$ cat src/rtl/burst_scheduler.sv
`default_nettype none
// ============================================================================
// Module   : burst_scheduler
// Summary  : System time keeper with 1PPS preset plus a DEPTH-deep queue of
//            burst descriptors, played back as TX/BL1/RX/BL2 period trains
//            that drive the En_Iz/En_Pr gates and DDS start strobes.
// Revision : 1.0 - initial release
// ============================================================================
module burst_scheduler #(
  parameter int TW    = 64,
  parameter int CW    = 32,
  parameter int NW    = 16,
  parameter int FW    = 48,
  parameter int DEPTH = 4
) (
  input  logic                     CLK,
  input  logic                     RESET,
  input  logic [TW-1:0]            SYS_TIME,
  input  logic                     SYS_TIME_UPDATE,
  input  logic                     T1hz,
  output logic                     SYS_TIME_UPDATE_OK,
  output logic [TW-1:0]            TIME_NOW,
  input  logic                     WR_DATA,
  input  logic [FW-1:0]            MEM_DDS_freq,
  input  logic [TW-1:0]            MEM_TIME_START,
  input  logic [NW-1:0]            MEM_N_impuls,
  input  logic [1:0]               MEM_TYPE_impulse,
  input  logic [CW-1:0]            MEM_Interval_Ti,
  input  logic [CW-1:0]            MEM_Interval_Tp,
  input  logic [CW-1:0]            MEM_Tblank1,
  input  logic [CW-1:0]            MEM_Tblank2,
  input  logic                     ABORT,
  input  logic                     ERR_CLR,
  output logic [FW-1:0]            DDS_freq,
  output logic                     DDS_start,
  output logic                     En_Iz,
  output logic                     En_Pr,
  output logic                     BUSY,
  output logic [$clog2(DEPTH):0]   LEVEL,
  output logic                     FULL,
  output logic                     OVF,
  output logic                     LATE
);

  localparam int c_aw = $clog2(DEPTH);
  localparam logic [c_aw:0] c_full_level = (c_aw + 1)'(DEPTH);

  // Only the coherent/incoherent distinction of the type field matters,
  // so it is stored as a single flag.
  typedef struct packed {
    logic [FW-1:0] freq;
    logic [TW-1:0] start;
    logic [NW-1:0] n;
    logic          coherent;
    logic [CW-1:0] ti;
    logic [CW-1:0] tb1;
    logic [CW-1:0] tp;
    logic [CW-1:0] tb2;
  } desc_t;

  typedef enum logic [2:0] {
    S_IDLE = 3'd0,
    S_WAIT = 3'd1,
    S_TX   = 3'd2,
    S_BL1  = 3'd3,
    S_RX   = 3'd4,
    S_BL2  = 3'd5
  } state_t;

  // ---------------------------------------------------------------- time base
  logic [TW-1:0] r_time;
  logic          r_t1hz_d;
  logic          r_t1hz_rise;
  logic          r_upd_d;
  logic          r_ok;

  // Free-running time with a preset taken two edges after T1hz rises.
  always_ff @(posedge CLK or posedge RESET) begin
    if (RESET) begin
      r_time      <= '0;
      r_t1hz_d    <= 1'b0;
      r_t1hz_rise <= 1'b0;
      r_upd_d     <= 1'b0;
      r_ok        <= 1'b0;
    end else begin
      r_t1hz_d    <= T1hz;
      r_t1hz_rise <= T1hz & ~r_t1hz_d;
      r_upd_d     <= SYS_TIME_UPDATE;
      if (r_t1hz_rise && SYS_TIME_UPDATE && !r_ok) begin
        r_time <= SYS_TIME;
        r_ok   <= 1'b1;
      end else begin
        r_time <= r_time + TW'(1);
        if (SYS_TIME_UPDATE && !r_upd_d) begin
          r_ok <= 1'b0;
        end
      end
    end
  end

  // -------------------------------------------------------------------- queue
  desc_t         r_mem [DEPTH];
  logic [c_aw-1:0] r_wr_ptr;
  logic [c_aw-1:0] r_rd_ptr;
  logic [c_aw:0]   r_level;
  desc_t         w_wr_desc;
  desc_t         w_head;
  logic          w_full;
  logic          w_push;
  logic          w_pop;
  logic          w_head_zero;
  logic          w_head_late;
  logic          w_accept;
  state_t        r_state;

  assign w_wr_desc = '{freq:     MEM_DDS_freq,
                       start:    MEM_TIME_START,
                       n:        MEM_N_impuls,
                       coherent: (MEM_TYPE_impulse == 2'd1),
                       ti:       MEM_Interval_Ti,
                       tb1:      MEM_Tblank1,
                       tp:       MEM_Interval_Tp,
                       tb2:      MEM_Tblank2};

  assign w_full      = (r_level == c_full_level);
  assign w_push      = WR_DATA & ~w_full & ~ABORT;
  assign w_pop       = (r_state == S_IDLE) & (r_level != '0) & ~ABORT;
  assign w_head      = r_mem[r_rd_ptr];
  assign w_head_zero = (w_head.n == '0);
  assign w_head_late = (w_head.start < r_time);
  assign w_accept    = w_pop & ~w_head_zero & ~w_head_late;

  // Descriptor storage; contents are only meaningful below the level count.
  always_ff @(posedge CLK) begin
    if (w_push) begin
      r_mem[r_wr_ptr] <= w_wr_desc;
    end
  end

  // Queue pointers and occupancy; ABORT empties the queue outright.
  always_ff @(posedge CLK or posedge RESET) begin
    if (RESET) begin
      r_wr_ptr <= '0;
      r_rd_ptr <= '0;
      r_level  <= '0;
    end else if (ABORT) begin
      r_wr_ptr <= '0;
      r_rd_ptr <= '0;
      r_level  <= '0;
    end else begin
      if (w_push) r_wr_ptr <= r_wr_ptr + c_aw'(1);
      if (w_pop)  r_rd_ptr <= r_rd_ptr + c_aw'(1);
      case ({w_push, w_pop})
        2'b10:   r_level <= r_level + (c_aw + 1)'(1);
        2'b01:   r_level <= r_level - (c_aw + 1)'(1);
        default: r_level <= r_level;
      endcase
    end
  end

  // Sticky errors; a new error in the same cycle beats ERR_CLR.
  logic r_ovf;
  logic r_late;
  always_ff @(posedge CLK or posedge RESET) begin
    if (RESET) begin
      r_ovf  <= 1'b0;
      r_late <= 1'b0;
    end else begin
      if (WR_DATA && w_full && !ABORT) r_ovf <= 1'b1;
      else if (ERR_CLR)                r_ovf <= 1'b0;
      if (w_pop && !w_head_zero && w_head_late) r_late <= 1'b1;
      else if (ERR_CLR)                         r_late <= 1'b0;
    end
  end

  // ---------------------------------------------------------------- playback
  desc_t         r_cur;
  logic [CW-1:0] r_phase_cnt;
  logic [NW-1:0] r_pulse_cnt;
  logic          r_dds_start;
  logic [CW-1:0] w_len [4];
  logic [1:0]    w_cur_idx;
  logic [1:0]    w_first_idx;
  logic [1:0]    w_next_idx;
  logic          w_any;
  logic          w_has_next;

  assign w_len[0] = r_cur.ti;
  assign w_len[1] = r_cur.tb1;
  assign w_len[2] = r_cur.tp;
  assign w_len[3] = r_cur.tb2;

  function automatic state_t phase_state(input logic [1:0] idx);
    case (idx)
      2'd0:    return S_TX;
      2'd1:    return S_BL1;
      2'd2:    return S_RX;
      default: return S_BL2;
    endcase
  endfunction

  // Locate the first non-empty phase of a period and the next non-empty
  // phase after the current one, so zero-length phases cost no cycles.
  always_comb begin
    case (r_state)
      S_BL1:   w_cur_idx = 2'd1;
      S_RX:    w_cur_idx = 2'd2;
      S_BL2:   w_cur_idx = 2'd3;
      default: w_cur_idx = 2'd0;
    endcase
    w_any       = 1'b0;
    w_first_idx = 2'd0;
    w_has_next  = 1'b0;
    w_next_idx  = 2'd0;
    for (int i = 3; i >= 0; i--) begin
      if (w_len[i] != '0) begin
        w_any       = 1'b1;
        w_first_idx = 2'(i);
        if (i > int'(w_cur_idx)) begin
          w_has_next = 1'b1;
          w_next_idx = 2'(i);
        end
      end
    end
  end

  state_t        w_state_nxt;
  logic [CW-1:0] w_phase_nxt;
  logic [NW-1:0] w_pulse_nxt;
  logic          w_goto;
  logic [1:0]    w_goto_idx;
  logic          w_first_tx;
  logic          w_enter_tx;

  // Next-state logic: wait for the start time, then walk the phases.
  always_comb begin
    w_state_nxt = r_state;
    w_phase_nxt = r_phase_cnt;
    w_pulse_nxt = r_pulse_cnt;
    w_goto      = 1'b0;
    w_goto_idx  = 2'd0;
    w_first_tx  = 1'b0;
    w_enter_tx  = 1'b0;
    case (r_state)
      S_IDLE: begin
        if (w_accept) w_state_nxt = S_WAIT;
      end
      S_WAIT: begin
        if (r_time >= r_cur.start) begin
          w_pulse_nxt = NW'(1);
          w_first_tx  = 1'b1;
          if (w_any) begin
            w_goto     = 1'b1;
            w_goto_idx = w_first_idx;
          end else begin
            w_state_nxt = S_IDLE;
          end
        end
      end
      S_TX, S_BL1, S_RX, S_BL2: begin
        if (r_phase_cnt > CW'(1)) begin
          w_phase_nxt = r_phase_cnt - CW'(1);
        end else if (w_has_next) begin
          w_goto     = 1'b1;
          w_goto_idx = w_next_idx;
        end else if (r_pulse_cnt < r_cur.n) begin
          w_pulse_nxt = r_pulse_cnt + NW'(1);
          w_goto      = 1'b1;
          w_goto_idx  = w_first_idx;
        end else begin
          w_state_nxt = S_IDLE;
        end
      end
      default: w_state_nxt = S_IDLE;
    endcase
    if (w_goto) begin
      w_state_nxt = phase_state(w_goto_idx);
      w_phase_nxt = w_len[w_goto_idx];
      w_enter_tx  = (w_goto_idx == 2'd0);
    end
    if (ABORT) begin
      w_state_nxt = S_IDLE;
      w_enter_tx  = 1'b0;
    end
  end

  // FSM state, phase/pulse counters and the DDS strobe.
  always_ff @(posedge CLK or posedge RESET) begin
    if (RESET) begin
      r_state     <= S_IDLE;
      r_phase_cnt <= '0;
      r_pulse_cnt <= '0;
      r_dds_start <= 1'b0;
    end else begin
      r_state     <= w_state_nxt;
      r_phase_cnt <= w_phase_nxt;
      r_pulse_cnt <= w_pulse_nxt;
      r_dds_start <= w_enter_tx & (~r_cur.coherent | w_first_tx);
    end
  end

  // Active descriptor, captured when a popped head is accepted.
  always_ff @(posedge CLK or posedge RESET) begin
    if (RESET) begin
      r_cur <= '0;
    end else if (w_accept) begin
      r_cur <= w_head;
    end
  end

  assign SYS_TIME_UPDATE_OK = r_ok;
  assign TIME_NOW           = r_time;
  assign DDS_freq           = r_cur.freq;
  assign DDS_start          = r_dds_start;
  assign En_Iz              = (r_state == S_TX);
  assign En_Pr              = (r_state == S_RX);
  assign BUSY               = (r_state != S_IDLE);
  assign LEVEL              = r_level;
  assign FULL               = w_full;
  assign OVF                = r_ovf;
  assign LATE               = r_late;

endmodule
`default_nettype wire

$ cat config.mk
export PLATFORM = sky130hd
export DESIGN_NAME = burst_scheduler
export DESIGN_NICKNAME = d
export VERILOG_FILES = /design/src/rtl/burst_scheduler.sv
export SDC_FILE = /design/constraint.sdc
export NUM_CORES = 2
export LEC_CHECK = 0
export BUFFER_PORTS_ARGS = -buffer_cell sky130_fd_sc_hd__buf_2
export CAP_MARGIN = 20
export CORE_AREA = 4 4 499 501
export CTS_CLUSTER_SIZE = 28
export DETAILED_ROUTE_END_ITERATION = 7
export DIE_AREA = 0 0 503 505
export GPL_TIMING_DRIVEN = 0
export PLACE_DENSITY = 0.37
export SETUP_SLACK_MARGIN = 0.05
export SYNTH_ARGS = -nofsm -noshare
export SYNTH_HDL_FRONTEND = slang
export SYNTH_SLANG_ARGS = --single-unit
$ cat constraint.sdc
create_clock -name CLK -period 16.8 [get_ports CLK]
set_input_delay 3.36 -clock CLK [delete_from_list [all_inputs] [get_ports CLK]]
set_output_delay 3.36 -clock CLK [all_outputs]
set_load 0.1 [all_outputs]
Word level (Yosys, flattened, before mapping)
Memory sizes are Yosys's and may differ from the RTL's.
Cells that the tools add are included.

word-level totals
  output and inout port bits = 123
  bits in registers = 386
  memories = 1
  word-level logic and storage cells = 180
  bits in writable memories = 1028

memories
  name   depth  width  rd ports  clocked after Yosys merged registers in  wr ports  line  source
  r_mem  4      257    1         0                                        1         102   desc_t r_mem [DEPTH];

cells by class
  bitwise logic cells = 16
  reductions and logical operators = 33
  mux-type cells = 72
  equal/unequal tests = 21
  $lt $le $gt $ge = 8
  add/subtract/negate cells = 7

operators with widths
  cell                   count
  $mux 32                5
  $reduce_bool 32->1     4
  $add 64x1->64 const B  1
  $bmux 32 s2            1
  $ge 64x64->1           1
  $lt 64x64->1           1
  $mux 16                4
  $mux 64                1
  $mux 2                 19
  $gt 32x1->1 const B    1
  $pmux 16 s2            1
  $sub 32x1->32 const B  1
  $mux 3                 9
  $mux 1                 26
  $ne 4x4->1 const B     6
  $pmux 3 s3             2
  $add 16x1->16 const B  1
  $logic_not 16->1       1
  $lt 16x16->1           1
  $reduce_bool 2->1      8
  $eq 3x3->1 const B     3
  $reduce_bool 3->1      3
  $and 1x1->1            8
  $ne 2x2->1 const B     4
  25 further kinds       45

Logic depth before layout (Yosys ltp)
  word-level depth = 17
  gate-level depth with buffers = 18
  mapped depth without buffers = 12

Least setup slack after synthesis
No wires, ideal clock.

  kind = input to register
  start = in ABORT
  end = mem r_mem[0][0] in the netlist's numbering, enable pin
  setup slack = 6554 ps
  data required time = 16148 ps
  arrival time = 9594 ps
  stages on the path = 3
  cells stage by stage = clkbuf_1 nor2_1 and2_1

between the ends
  longest elaborated chain between the ends = 4

ends and longest elaborated chain
  element                       line  source
  from (decl)                   32    input logic ABORT,
  $not 1->1                     126   assign w_push = WR_DATA & ~w_full & ~ABORT;
  $and 1x1->1                   126
  $mux 1                        135   if (w_push) begin
  $mux 1 (implied by the code)  136   r_mem[r_wr_ptr] <= w_wr_desc;
  to (decl)                     102

No other way between the ends.

==> qor.yml <==
yosys:
  syn_inst: 3373
  syn_area_um2: 58550
  ys_top_cells_by_area: "edfxtp_1, dfrtp_1, mux4_2"
  synth-seq-cells: 1414
  syn_avg_cell_area_um2: 17.36
  yosys.area.top_type: "edfxtp_1"
  synth-edff-count: 1028
  yosys_warnings: 0
  synth.top_cell.area_share_pct: 52.72
  synthArstFlopShare_pct: 27.30
  synth_nets: 3855
  synth-seq-area-share_pct: 69.22
  ys.flop_type: "edfxtp_1"
  synth_cell_types: 76
clock_network:
  clk_path_buf_depth: 3
  tritoncts: "done"
  cts_resized: 0
  htree_levels: 4
  clock_sinks: 1414
  cts_setup_buffers: 0
  holdBufCountCts: 0
  cts_buffers: 168
  clk_pin_slew_ps: 60
  cts-root-buf: "clkbuf_16"
  clk_latency_ps: 840
detailed_routing:
  met2_length_um: 80520
  wl_met3_um: 11640
  vias_per_cell: 4.371
  drtIter0Drc: 2270
  wl_met1_um: 81920
  firstDrtPassIters: 7
  wl_um: 179000
  drc: 0
  via_count: 32528
  routedWlPerCell_um: 24.05
  top_layer_used: "met5"
  postRouteAntennaNets: 0
power:
  power_frac_seq_pct: 39.6
  p_int_uw: 7849
  power_density_nw_per_um2: 168.6
  power.leakage_uw: 0.02606
  p_sw_share_pct: 35.06
  ir_worst_vdd_uv: 125.8
  p_comb_share_pct: 29.8
  p_sw_uw: 4238
  clkPwrFrac_pct: 30.6
sta:
  hold_violations: 0
  worst_pin_slew_ps: 1108
  hold_ws_ps: 400.9
  grt_setup_unrepaired: "false"
  post-route-min-period_ps: 7662
  finClkSkew_ps: 64.32
  setup_viol: 0
  max_slew_margin_pct: 26.12
  period_share_pct: 45.60
  drv_slew: 0
  max_freq_ghz: 0.1305
global_routing:
  grt_pass1_vias: 34122
  grt_start_max_net_pins: 106
  grt_pass1_wl_um: 256000
  grt_overflow: 0
  antenna_found_initial: 108
  grt_usage_pct: 13.97
place:
  io_buffer_count: 451
  place_congestion: 0.7832
  hpwl_um: 128000
  place_area_um2: 65920
setup_path:
  critPathSlowestCell: "clkbuf_1"
  critPathLaunch: "r_rd_ptr[1]"
  path_class: "flop to flop"
  cp-end-kind: "flop"
  startpoint_type: "flop"
  reg2reg_from: "r_rd_ptr[1]"
  cp_data_arrival_time_ps: 8350
  required_ps: 17490
  slowest_delay_ps: 830
  crit_chain: "clkbuf_1, clkbuf_1, clkbuf_1, buf_16, clkbuf_1, mux4_2, ha_1, a21o_1, a21o_1, a211o_1, o211ai_1, a21oi_1, a211oi_1, o22ai_1, o21bai_1, clkbuf_1, buf_2, mux2_2"
  crit_top_cell: "clkbuf_1"
  crit_fanout: 10
layout:
  areaGrowthSynthToFinish_pct: 22.46
  final_cell_area_um2: 71700
  nNetsFinal: 4527
  drive_gt1_share_pct: 33.07
  most-common-layout-cells: "edfxtp_1, buf_2, dfrtp_1"
  final_common_cell: "edfxtp_1"
hold_path:
  hp-start: "r_t1hz_d"
  hold_class: "flop to flop"
floorplanning:
  start_util_pct: 23.92
  core.rowCount: 182
  pin_count: 452
  coreArea_um2: 244800
  die_h_um: 505
  fp.dieW_um: 503
  dieArea_um2: 254000
run_status:
  status: "completed"
job:
  maxCapViolations: 0
## cell type report
class / count / area (µm²)
antenna: 31 / 77.57
timing repair buffer: 502 / 3388
multi-input combinational: 1629 / 16550
buffer: 170 / 884.6
sequential: 1414 / 40530
clock buffer: 234 / 4647
inverter: 160 / 608.1
fill: 24463 / 173100
clock inverter: 82 / 984.7
tap: 3220 / 4029
## kinds of logic after synthesis
logic type | count (synthesis) | share of synthesized area, %
DFF | 1414 | 69.22
xor gates and xnor gates | 90 | 1.346
adders and majority gates | 153 | 3.282
muxes | 551 | 15.51
and+or+nand+nor | 495 | 4.319
buffers and inverters | 330 | 2.528
AOI/OAI and AO/OA | 340 | 3.793
## final timing paths
kind	depth (start not counted)	to	slack, ps
hold / removal	1	r_t1hz_rise	400
setup reg to reg	18	r_cur[128]	9140
setup / recovery	18	r_cur[128]	9140
hold reg to reg	1	r_t1hz_rise	400
min in group asynchronous	2	DDS_freq[24]	2590
max in group asynchronous	4	r_cur[32]	12860
## metal layers
| layer | up-vias | global-route usage, % |
|---|---|---|
| met5 | - | 0 |
| met4 | 50 | 4.235 |
| met3 | 311 | 3.962 |
| met2 | 780 | 21.21 |
| met1 | 16767 | 19.31 |
| li1 | 14620 | - |
## state kept, by name, indices dropped and copies added (netlist names), 2 cells and up
| name | flops |
|---|---|
| LEVEL | 3 |
| r_mem | 1028 |
| r_rd_ptr | 2 |
| DDS_freq | 48 |
| r_pulse_cnt | 16 |
| r_wr_ptr | 2 |
| r_phase_cnt | 32 |
| r_cur | 209 |
| TIME_NOW | 64 |
| r_state | 3 |
## per-stage QoR
stage | TNS (ps) | std cells | utilization [%] | power (µW) | setup slack (ps)
floorplan | 0 | 3373 | - | 7323 | 2713
global placement | -2976250 | 7044 | 26.48 | 8546 | -5292
detailed placement | 0 | 7089 | 26.93 | 8524 | 8842
CTS | 0 | 7405 | 29.23 | 12310 | 8817
global route | 0 | 7419 | 29.27 | 12750 | 8581
finish | 0 | 7442 | 29.29 | 12090 | 9138
## synthesized netlist by cell type, types with 11 or more instances
library cell,instances
nor2_1,141
and2_1,11
buf_2,34
clkbuf_1,71
nand3_1,42
nor4_1,53
edfxtp_1,1028
mux2_2,276
dfrtp_1,386
nand4_1,48
buf_4,51
a22o_1,17
a22oi_1,20
mux4_2,257
buf_1,13
xnor2_1,82
a221oi_1,12
a21oi_1,117
mux2i_1,15
ha_1,152
a21o_1,31
nor3_1,30
a211oi_1,24
and3_1,23
nand2_1,96
o21ai_0,51
inv_1,160
a31oi_1,11
## power groups by stage
stage,clock network (µW),registers (µW),logic (µW)
2_1_floorplan,0,5040,2280
4_1_cts,3840,4800,3680
3_3_place_gp,0,4960,3580
6_report,3700,4790,3600
5_1_grt,3990,4850,3910
3_5_place_dp,0,4860,3660
## worst max-delay path: cells and delay by family, from the launching register on
kind | cells | cell delay, ps
buffers and inverters | 7 | 4060
AOI/OAI and AO/OA | 8 | 1910
muxes | 2 | 850
DFF | 1 | 330
adders and majority gates | 1 | 320
Power figures use the tool's default switching activity.
